===== src/rtl/mux_rr_arbiter_pkg.sv =====
// Shared types for the mux round-robin arbiter.
// State encoding and requester count.
package mux_rr_arbiter_pkg;

  localparam int NREQ = 4;
  localparam logic [1:0] LAST_RST = 2'b11;

  typedef enum logic {
    S_IDLE  = 1'b0,
    S_GRANT = 1'b1
  } state_t;

endpackage


===== src/rtl/mux_rr_arbiter_mux4_1.sv =====
// Four-input, four-bit combinational mux.
// Datapath shared by the arbiter's requesters.
module mux4_1 (
  input  logic [3:0] a,
  input  logic [3:0] b,
  input  logic [3:0] c,
  input  logic [3:0] d,
  input  logic [1:0] sel,
  output logic [3:0] y
);

  always_comb begin
    y = a;
    unique case (sel)
      2'd0: y = a;
      2'd1: y = b;
      2'd2: y = c;
      2'd3: y = d;
      default: y = a;
    endcase
  end

endmodule


===== src/rtl/mux_rr_arbiter.sv =====
// Round-robin arbiter with bounded hold time over a shared mux4_1.
// Grant, select and the registered output word are all flops.
import mux_rr_arbiter_pkg::*;

module mux_rr_arbiter #(
  parameter int MAX_HOLD = 4,
  parameter int CNT_W    = 3
) (
  input  logic       clk,
  input  logic       rst_n,
  input  logic [3:0] req,
  input  logic [3:0] A,
  input  logic [3:0] B,
  input  logic [3:0] C,
  input  logic [3:0] D,
  output logic [3:0] gnt,
  output logic [1:0] sel,
  output logic [3:0] out,
  output logic       out_valid
);

  state_t           state;
  logic [CNT_W-1:0] cnt;
  logic [1:0]       last;
  logic [3:0]       mux_y;

  // First set bit scanning from+1, from+2, ...; from itself is last.
  function automatic logic [1:0] next_idx(
    input logic [3:0] r,
    input logic [1:0] from
  );
    logic [1:0] idx;
    next_idx = from;
    for (int k = NREQ; k >= 1; k--) begin
      idx = from + 2'(k);
      if (r[idx]) next_idx = idx;
    end
  endfunction

  mux4_1 u_mux (
    .a   (A),
    .b   (B),
    .c   (C),
    .d   (D),
    .sel (sel),
    .y   (mux_y)
  );

  logic [1:0] win_idle;
  logic [1:0] win_rot;
  logic       drop;
  logic       expire;
  logic       others;
  logic       rot;
  logic       stay;

  always_comb begin
    win_idle = next_idx(req, last);
    win_rot  = next_idx(req, sel);
    drop     = ~req[sel];
    expire   = (cnt == CNT_W'(MAX_HOLD));
    others   = |(req & ~(4'b0001 << sel));
    rot      = ~drop & expire & others;
    stay     = ~drop & expire & ~others;
  end

  always_ff @(posedge clk or negedge rst_n) begin
    if (!rst_n) begin
      state     <= S_IDLE;
      gnt       <= 4'b0000;
      sel       <= 2'b00;
      cnt       <= '0;
      last      <= LAST_RST;
      out       <= 4'b0000;
      out_valid <= 1'b0;
    end else begin
      out       <= mux_y;
      out_valid <= (state == S_GRANT);
      unique case (state)
        S_IDLE: begin
          if (|req) begin
            state <= S_GRANT;
            gnt   <= 4'b0001 << win_idle;
            sel   <= win_idle;
            cnt   <= CNT_W'(1);
          end
        end
        S_GRANT: begin
          unique case (1'b1)
            drop: begin
              last <= sel;
              if (|req) begin
                gnt <= 4'b0001 << win_rot;
                sel <= win_rot;
                cnt <= CNT_W'(1);
              end else begin
                state <= S_IDLE;
                gnt   <= 4'b0000;
              end
            end
            rot: begin
              last <= sel;
              gnt  <= 4'b0001 << win_rot;
              sel  <= win_rot;
              cnt  <= CNT_W'(1);
            end
            stay: begin
              cnt <= CNT_W'(1);
            end
            default: begin
              cnt <= cnt + CNT_W'(1);
            end
          endcase
        end
        default: begin
          state <= S_IDLE;
          gnt   <= 4'b0000;
        end
      endcase
    end
  end

endmodule


===== config.mk =====
export PLATFORM = sky130hd
export DESIGN_NAME = mux_rr_arbiter
export DESIGN_NICKNAME = d
export VERILOG_FILES = /design/src/rtl/mux_rr_arbiter_pkg.sv /design/src/rtl/mux_rr_arbiter_mux4_1.sv /design/src/rtl/mux_rr_arbiter.sv
export SDC_FILE = /design/constraint.sdc
export NUM_CORES = 1
export LEC_CHECK = 0
export ABC_AREA = 1
export BUFFER_PORTS_ARGS = -buffer_cell sky130_fd_sc_hd__buf_2
export CORE_AREA = 5 5 55 62
export DETAILED_ROUTE_END_ITERATION = 8
export DIE_AREA = 0 0 60 67
export GPL_ROUTABILITY_DRIVEN = 0
export PLACE_DENSITY = 0.72
export REMOVE_ABC_BUFFERS = 1
export SKIP_LAST_GASP = 1
export SLEW_MARGIN = 20
export SYNTH_ARGS = -nofsm -noshare
export SYNTH_HDL_FRONTEND = slang
export SYNTH_SLANG_ARGS = --single-unit

===== constraint.sdc =====
create_clock -name clk -period 4.5 [get_ports clk]
set_input_delay 0.225 -clock clk [delete_from_list [all_inputs] [get_ports clk]]
set_output_delay 0.225 -clock clk [all_outputs]
set_load 0.02 [all_outputs]

==> results.md <==
| Result | This run |
|---|---|
| # fillers | 280 |
| Resize count post-CTS | 0 |
| Clock tree from TritonCTS | done |
| # setup viols final | 0 |
| Leakage power | 0.896 nW |
| Highest clock rate | 483 MHz |
| GRT overflow | 0 |
| Worst setup path category | reg2reg |
| Data required time of the critical path | 4.69 ns |
| Floorplan core area | 0.00270 sq mm |
| Num ports | 33 |
| Met2 Track Usage GR | 28.6% |
| Pin count of the biggest net entering global routing | 18 |
| Proportion of netlist area held by the largest area contributor | 29.1% |
| Distinct cell type count of the synthesized netlist | 22 |
| Layout cells sized above 1 | 22.0% |
| Horizontal die dimension | 60 um |
| Flop and latch count out of synthesis | 17 |
| Total number of H-tree levels | 1 |
| Worst min-delay path category | in2reg |
| Mean routed wirelength per cell | 10.9 um |
| Worst-path fanout max | 9 |
| Number of port buffers | 32 |
| Router iterations before antenna repair | 5 |
| Die Area | 0.00402 sq mm |
| Layout Area Growth over Synthesis | 17.6% |
| Met3 Track Usage GR | 1.74% |
| Initial Utilization | 47.7% |
| Power density normalized to cell area | 771 mW/mm^2 |
| Vias | 1312 |
| Setup tns final | 0 ns |
| Register-to-Register Path Depth | 11 |
| Total standard cell area after synthesis | 0.00129 sq mm |
| Signal arrival time at the worst endpoint | 2.26 ns |
| Number of maximum-capacitance constraint violations | 0 |
| Sort of element at the start of the critical path | register |
| Number of antenna violations at the first check in global routing | 0 |
| Y dimension of the die | 67 um |
| Sink Count | 17 |
| Hold Path Stages | 3 |
| HPWL after detailed placement | 2300 um |
| Via count of the first global-routing pass | 1236 |
| Portion of the clock cycle consumed by the worst path in the final layout | 46.0% |
| Root buffer cell | clkbuf_4 |
| Avg Inst Size Synth | 6.44 sq um |
| ANT nets after route | 0 |
| Worst-path cell chain | inv_2 > ha_1 > or2_2 > nand4_1 > nand2_2 > nand2_2 > nand2_2 > o21ai_4 > nand2_1 > nor2_1 > nor2_1 |
| Drt first-iter violations | 52 |
| Total track usage | 16.4% |
| Largest voltage drop on the vdd net | 0.608 mV |
| Cells taking the most area after synthesis | dfrtp_1 (29%), nand2_1 (24%), inv_1 (6.4%) |
| Final Cell Area | 0.00152 sq mm |
| Met1 GRT Util | 20.0% |
| Worst-margin pin slew | 0.399 ns |
| Ant diodes | 0 |
| Final critical-path required period | 2.07 ns |
| Proportion of synthesized chip area in sequential cells | 33.2% |
| Global route hottest layer | met2 |
| Number of CTS-inserted buffers | 3 |
| Maximum clock path buffer count | 2 |
| Total Routed Length | 2930 um |
| Status | finished, final reports clean |
| First-pass GRT wire length | 5090 um |
| Critical path's most frequent cell | nand2_2 |
| Cell area reported after detailed placement | 0.00148 sq mm |
| Fin Clk Skew | 0.0102 ns |
| Critical-path cell with the highest stage delay | dfrtp_1 |
| Final layout net count | 265 |
| Library cell occupying the most area in the post-synthesis netlist | dfrtp_1 |
| Endpoint kind of the worst setup timing path | register |
| Count of unresolved DRC violations after routing | 0 |
| Headroom to the max-slew limit | 73.4% |
| Core Rows | 20 |
| Post-CTS clock slew at the launch and capture registers of the worst setup and hold paths | 0.11 ns |
| Ys Warns | 0 |
| Source-to-sink clock delay at the later pin of the worst-skew pair | 0.29 ns |
| Number of hold violations in the final report | 0 |
| Via density | 4.88 |
| Number of instances in the synthesized netlist | 200 |
| Number of max-slew violations in the final report | 0 |
| Setup repair after global routing missed its margin | no |
| Largest stage delay on the critical path | 0.54 ns |
==> worst paths after layout <==
path,startpoint,endpoint,slack (ns)
setup / recovery,sel[0],gnt[3],2.43
hold / removal,C[2],out[2],0.16
setup reg to reg,sel[0],gnt[3],2.43
hold reg to reg,gnt[2],gnt[2],0.48
max in group asynchronous,rst_n,last[1],3.80
min in group asynchronous,rst_n,out[0],0.38
==> per-layer routing <==
metal | vias to the layer above | share of wire, %
li1 | 709 | -
met5 | - | 0
met1 | 569 | 46
met4 | 0 | 1.7
met3 | 5 | 3.7
met2 | 29 | 49
==> registers in the layout (all words and copies together) (netlist names) <==
| name | flops |
|---|---|
| out | 4 |
| sel | 2 |
| state | 1 |
| cnt | 3 |
| last | 2 |
| gnt | 4 |
| out_valid | 1 |
==> layout by cell type (no fill, tap or decap) <==
| cell type | n |
|---|---|
| nand2_2 | 6 |
| clkbuf_4 | 3 |
| or2_1 | 1 |
| a21oi_2 | 1 |
| nand3_1 | 15 |
| ha_1 | 6 |
| dfrtp_1 | 15 |
| dfstp_2 | 2 |
| o21ai_4 | 1 |
| or2_2 | 2 |
| nor2_1 | 15 |
| a21oi_1 | 7 |
| o22ai_1 | 1 |
| buf_2 | 32 |
| o21ai_1 | 2 |
| dlygate4sd3_1 | 1 |
| a31oi_1 | 4 |
| o21ai_0 | 5 |
| and2_4 | 1 |
| nand2_1 | 84 |
| inv_2 | 3 |
| clkbuf_1 | 1 |
| nor2_4 | 1 |
| nand4_1 | 5 |
| inv_1 | 22 |
==> worst max-delay path, delay by kind of cell, from the launching register on <==
family / cells / cell delay, ns
DFF: 1 / 0.54
and+or+nand+nor: 8 / 0.85
AOI/OAI and AO/OA: 1 / 0.12
adders and majority gates: 1 / 0.30
buffers and inverters: 1 / 0.15
==> through the flow <==
step / cells / hold WS, ns / setup WS [ns] / utilization, % / total power [W]
after floorplan: 199 / -0.0706 / 2.56 / - / 0.000910
after global placement: 264 / 0.182 / 2.47 / 54.7 / 0.00108
after detailed placement: 264 / 0.180 / 2.47 / 54.7 / 0.00109
after CTS: 269 / 0.166 / 2.43 / 56.1 / 0.00117
after global routing: 269 / 0.173 / 2.27 / 56.1 / 0.00132
final: 269 / 0.163 / 2.43 / 56.1 / 0.00117
==> kinds of logic after synthesis <==
logic type                 synth area share [%]
and+or+nand+nor                            43.0
buffers and inverters                      8.16
AOI/OAI and AO/OA                          9.81
DFF                                        33.2
adders and majority gates                  5.83
==> layout make-up <==
type	instances	area, sq um	share of cell area (%)
repair buffers	33	170	11.2
inverters	25	93.8	6.19
well taps	33	41.3	2.73
flip-flops and latches	17	428	28.2
clock buffers	4	26.3	1.73
multi-input cells	157	756	49.9
==> what timing repair did <==
action                                 in CTS  in global routing
hold buffers                                1                  0
endpoints found under the hold margin      15                  0
buffers inserted                            0                  0
==> Yosys cell counts, drive strengths merged <==
| cell | count |
|---|---|
| nor2 | 16 |
| o22ai | 1 |
| dfstp | 2 |
| dfrtp | 15 |
| and2 | 1 |
| nand4 | 5 |
| nand2 | 90 |
| a31oi | 4 |
| nand3 | 15 |
| buf | 1 |
| inv | 25 |
| ha | 6 |
| o21ai | 8 |
| or2 | 3 |
| a21oi | 8 |
==> where the power goes <==
part | total (W) | leakage [nW] | switching [W] | internal (W)
combinational | 0.000802 | 0.682 | 0.000515 | 0.000287
clock | 0.0000838 | 0.0150 | 0.0000493 | 0.0000344
sequential | 0.000282 | 0.199 | 0.0000544 | 0.000228
total | 0.00117 | 0.896 | 0.000619 | 0.000549
(Power assumes the default switching activity.)
